<file path="src/rtl/dco_nch_v2.sv">
// Multi-channel digitally controlled oscillator with an SFR register interface.
// Each channel runs a phase accumulator and drives a toggle, pulse or MSB output.
module dco_nch_v2 #(
   parameter int                    DATA_WIDTH = 32,
   parameter int                    ADDR_WIDTH = 32,
   parameter logic [ADDR_WIDTH-1:0] BASE_ADDR  = '0,
   parameter int                    N          = 20,
   parameter int                    CH         = 2
) (
   input  logic                  sys_clk,
   input  logic                  sys_rst,
   input  logic                  sys_clk_en,
   input  logic [3:0]            sys_clk_div,
   input  logic [ADDR_WIDTH-1:0] sys_addr,
   input  logic                  sys_wr_en,
   input  logic [DATA_WIDTH-1:0] sys_sw_value,
   output logic [DATA_WIDTH-1:0] sfr_rd_dout,
   output logic [CH-1:0]         dco_clk_out
);

   typedef enum logic [1:0] {
      MODE_TOGGLE = 2'b00,
      MODE_PULSE  = 2'b01,
      MODE_MSB    = 2'b10,
      MODE_RSVD   = 2'b11
   } mode_e;

   logic [DATA_WIDTH-1:0] ch_rd [CH];
   logic                  unused_bits;

   assign unused_bits = ^sys_sw_value;

   genvar i;
   generate
      for (i = 0; i < CH; i++) begin : g_ch
         localparam logic [ADDR_WIDTH-1:0] CTRL_ADDR = BASE_ADDR + ADDR_WIDTH'(8 * i);
         localparam logic [ADDR_WIDTH-1:0] INC_ADDR  = CTRL_ADDR + ADDR_WIDTH'(4);

         logic                  en;
         mode_e                 mode;
         logic [2:0]            clksrc;
         logic                  ovf;
         logic [N-1:0]          inc;
         logic [N-1:0]          acc;
         logic                  out;
         logic [3:0]            div_prev;
         logic                  sel_ctrl;
         logic                  sel_inc;
         logic                  wr_ctrl;
         logic                  wr_inc;
         logic                  tick;
         logic                  step;
         logic                  carry;
         logic [N:0]            sum;
         logic [DATA_WIDTH-1:0] rd_val;

         assign sel_ctrl = (sys_addr == CTRL_ADDR);
         assign sel_inc  = (sys_addr == INC_ADDR);
         assign wr_ctrl  = sys_clk_en & sys_wr_en & sel_ctrl;
         assign wr_inc   = sys_clk_en & sys_wr_en & sel_inc;

         // Divided-clock inputs are treated as data: a tick is a low-to-high step between samples.
         always_comb begin
            tick = 1'b0;
            case (clksrc)
               3'd0:    tick = 1'b1;
               3'd1:    tick = sys_clk_div[0] & ~div_prev[0];
               3'd2:    tick = sys_clk_div[1] & ~div_prev[1];
               3'd3:    tick = sys_clk_div[2] & ~div_prev[2];
               3'd4:    tick = sys_clk_div[3] & ~div_prev[3];
               default: tick = 1'b0;
            endcase
         end

         assign sum   = {1'b0, acc} + {1'b0, inc};
         assign step  = en & tick;
         assign carry = step & sum[N];

         always_ff @(posedge sys_clk) begin
            if (sys_rst) begin
               en       <= 1'b0;
               mode     <= MODE_TOGGLE;
               clksrc   <= 3'd0;
               ovf      <= 1'b0;
               inc      <= '0;
               acc      <= '0;
               out      <= 1'b0;
               div_prev <= 4'd0;
            end else if (sys_clk_en) begin
               div_prev <= sys_clk_div;
               if (!en) begin
                  acc <= '0;
                  out <= 1'b0;
               end else begin
                  if (step) begin
                     acc <= sum[N-1:0];
                  end
                  case (mode)
                     MODE_PULSE: out <= carry;
                     MODE_MSB:   out <= acc[N-1];
                     default:    if (carry) out <= ~out;
                  endcase
               end
               // A carry in the same cycle as a clearing write keeps OVF set.
               if (carry) begin
                  ovf <= 1'b1;
               end else if (wr_ctrl && sys_sw_value[16]) begin
                  ovf <= 1'b0;
               end
               if (wr_ctrl) begin
                  en     <= sys_sw_value[0];
                  mode   <= mode_e'(sys_sw_value[2:1]);
                  clksrc <= sys_sw_value[10:8];
                  if (!sys_sw_value[0]) begin
                     acc <= '0;
                     out <= 1'b0;
                  end
               end
               if (wr_inc) begin
                  inc <= sys_sw_value[N-1:0];
               end
            end
         end

         always_comb begin
            rd_val = '0;
            if (sel_ctrl) begin
               rd_val[0]    = en;
               rd_val[2:1]  = mode;
               rd_val[10:8] = clksrc;
               rd_val[16]   = ovf;
            end else if (sel_inc) begin
               rd_val[N-1:0] = inc;
            end
         end

         assign ch_rd[i]       = rd_val;
         assign dco_clk_out[i] = out;
      end
   endgenerate

   always_comb begin
      sfr_rd_dout = '0;
      for (int k = 0; k < CH; k++) begin
         sfr_rd_dout = sfr_rd_dout | ch_rd[k];
      end
   end

endmodule

</file>
<file path="config.mk">
export PLATFORM = sky130hd
export DESIGN_NAME = dco_nch_v2
export DESIGN_NICKNAME = d
export VERILOG_FILES = /design/src/rtl/dco_nch_v2.sv
export SDC_FILE = /design/constraint.sdc
export NUM_CORES = 1
export LEC_CHECK = 0
export BUFFER_PORTS_ARGS = -buffer_cell sky130_fd_sc_hd__buf_2
export CORE_MARGIN = 1
export CORE_UTILIZATION = 54
export DETAILED_ROUTE_END_ITERATION = 10
export GPL_TIMING_DRIVEN = 1
export PLACE_DENSITY = 0.8
export SLEW_MARGIN = 10
export SYNTH_ARGS = -nofsm -noshare
export SYNTH_HDL_FRONTEND = slang
export SYNTH_SLANG_ARGS = --single-unit
</file>
<file path="constraint.sdc">
create_clock -name sys_clk -period 4.03 [get_ports sys_clk]
set_input_delay 0.2015 -clock sys_clk [delete_from_list [all_inputs] [get_ports sys_clk]]
set_output_delay 0.2015 -clock sys_clk [all_outputs]
set_load 0.02 [all_outputs]
</file>
==> impl_results.md <==
- Outcome: finished, violations left
- Failing checks: design-rule violations
- Hold_buf cts: 0
- CP Capture Type: flip-flop
- Post-synthesis cell type count: 60
- Initial Util: 0.552
- Initial antenna violation count: 0
- Synth Instances: between 700 and 800
- Period Utilization, post-route: 0.793
- # setup viols final: 0
- Worst-Margin Slew: ~1.1 ns
- Number of flops mapped to enable cells by yosys: 0
- Commonest cells after routing, fill and taps aside: nand2_1, dfxtp_1, nor2_1
- Post-synth ARST share: 0
- ANT cells: 0
- Vias per cell: 5.96
- Register area: roughly 2000 um2
- I/O Buffers: 81
- Routing usage on met2: 0.457
- Max IR drop VDD: approximately 0.21 mV
- # resized after CTS: 0
- Yosys warns: 0
- Mapped cell area: ~6000 um2
- Core box area: between 10000 and 15000 um2
- Slowest-stage cell, CP: a2111o_1
- Lkg Pwr: 0.00289 uW
- Post-CTS Setup Bufs: 0
- Largest stage delay, worst path: about 0.47 ns
- FILL cells: just under 1000
- CP required: 4.24 ns
- Area of the multi-input gates: between 3000 and 4000 um2
- HPWL after DPL: 11300 um
- Final Hold Fails: 0
- Synth Area per Inst: between 7 and 8 um2
- Final nets: approximately 940
- Post-DP Area: approximately 6400 um2
- Site Rows: 38
- RSZ-0062 raised after global routing: false
- DR pass1 iterations: 8
- Pin count of the biggest net entering global routing: ~110
- Setup crit start kind: flip-flop
- Worst-path clk slew: around 0.11 ns
- Power Dens Cells: around 270 nW/um2
- Drc violations: 1
- Die area: ~12000 um2
- GRT Max-Usage Layer: met2
- Antenna Nets Post-Route: 0
- Fin crit period: 3.19 ns
- GP Congestion: 0.934
- Final wirelength: between 15000 and 20000 um
- Die W: 107 um
- Max Freq: 0.313 GHz
- DR iter-0 viols: just under 500
- HP Class: in -> reg
- Post-synth top flop: dfxtp_1
- M1 GR Usage: 0.363
- Vias: roughly 5700
- IO Count: around 110
- CTS Buf Count: 9
- Final Max Slew Viols: 0
- CTS tree: done
- CTS root buf: clkbuf_8
- Clock sink count: 100
- Area Overhead vs Synth: 11.1%
- Die height: 107 um
- Later-pin clock latency in the skew report: approximately 0.37 ns
- Routed length per instance: between 15 and 20 um
- Commonest non-fill, non-tap cell in the layout: nand2_1
- Vias in the first global route: 5439
- Max_cap viols: 0
- Met3 usage: 0.0412
- Fin area: 6650 um2
- Layout cells sized above 1: 0.142
- Worst-path fanout max: 4
- Worst clock skew: around 0.008 ns
- Grt ovf: 0
- Worst slew margin: 0.253
- CTS Buffer Depth: 2
- Sum of negative setup slack: 0 ns
- Critical path type: reg -> reg
- Part of the Yosys area used for sequential elements: 0.335
- GRT Util Overall: 0.277
- Critical Path AT: 3.40 ns
- Synth Register Bits: 100
- First-pass GRT wire length: ~26000 um
- CP Cell Sequence: ha_1 > fa_1 > a21o_1 > a311o_1 > a21oi_2 > o21ai_2 > a2111o_1 > and3_4 > o41ai_1 > a21oi_1
- Max H-tree Level: 3
-- worst max-delay path, delay by kind of cell (launching register included) --
family | cells | cell delay (ns)
compound gates | 7 | 1.86
flops | 1 | 0.35
simple gates | 1 | 0.19
fa+ha+maj | 2 | 0.65
-- layout make-up --
| cell class | count | area share |
|---|---|---|
| Clock inverter | 7 | 0.0124 |
| Multi-Input combinational cell | 596 | 0.558 |
| Timing Repair Buffer | 89 | 0.0704 |
| Tap cell | 140 | 0.0264 |
| Inverter | 23 | 0.0130 |
| Clock buffer | 9 | 0.0186 |
| Sequential cell | 100 | 0.301 |
-- per-stage QoR --
step            util  hold slack [ns]  worst slack (ns)  power, uW  std cells
2_1_floorplan      -            0.337              1.15       1070        767
3_3_place_gp   0.594            0.441             0.914       1110        948
3_5_place_dp   0.594            0.453             0.864       1110        948
4_1_cts        0.613           0.0676             0.851       1780        964
5_1_grt        0.613           0.0704             0.639       1830        964
6_report       0.613           0.0760             0.835       1770        964
-- kinds of logic after synthesis --
| group | share of synthesized area |
|---|---|
| AND/OR/NAND/NOR | 0.203 |
| AO/OA/AOI/OAI | 0.225 |
| buffers and inverters | 0.0533 |
| adder cells (fa/ha/maj) | 0.0987 |
| XOR/XNOR | 0.0395 |
| flip-flops | 0.335 |
| other | 0.000627 |
| multiplexers | 0.0452 |
-- metal layers --
layer | up-vias | share of wire
met1 | 2668 | 0.45
met4 | 0 | 0.024
met3 | 28 | 0.067
met5 | - | 0
li1 | 2799 | -
met2 | 253 | 0.46
-- where the power goes --
part	internal [uW]	switching, uW	total [uW]
combinational	32.9	65.8	98.7
clock	298	378	677
sequential	990	0.973	991
-- synth_stat cells (4+ instances only) --
library cell / n / area, um2
nand2_1: 112 / 420
dfxtp_1: 100 / 2000
nor2_1: 92 / 345
a21oi_1: 79 / 395
a22oi_1: 47 / 353
ha_1: 44 / 551
clkbuf_1: 31 / 116
o21ai_0: 28 / 140
mux2i_1: 27 / 270
inv_1: 23 / 86.3
xnor2_1: 20 / 175
buf_4: 14 / 105
nand3_1: 14 / 70.1
nand3b_1: 9 / 67.6
a21o_1: 8 / 60.1
and3_1: 7 / 43.8
nor4_1: 7 / 43.8
xor2_1: 7 / 61.3
a211oi_1: 6 / 45.0
nand2b_1: 6 / 37.5
o211ai_1: 6 / 45.0
nand4_1: 5 / 31.3
o21bai_1: 5 / 37.5
or3_1: 5 / 31.3
a31oi_1: 4 / 25.0
nor3_1: 4 / 20.0
-- sequential cells by signal, indices dropped and copies added (netlist names) --
register,count
g_ch.acc,40
g_ch.ovf,2
g_ch.inc,40
g_ch.out,2
g_ch.div_prev,4
g_ch.en,2
g_ch.clksrc,6
g_ch.mode,4
-- final timing paths --
path / startpoint / to / slack, ns / cells past startpoint
max: g_ch[1].inc[0] / g_ch[1].ovf / 0.84 / 10
min: sys_clk_div[3] / g_ch[1].div_prev[3] / 0.08 / 3
max reg2reg: g_ch[1].inc[0] / g_ch[1].ovf / 0.84 / 10
min reg2reg: g_ch[1].acc[15] / g_ch[1].acc[15] / 0.47 / 2
Note: power is estimated with default switching activity, not from simulation.
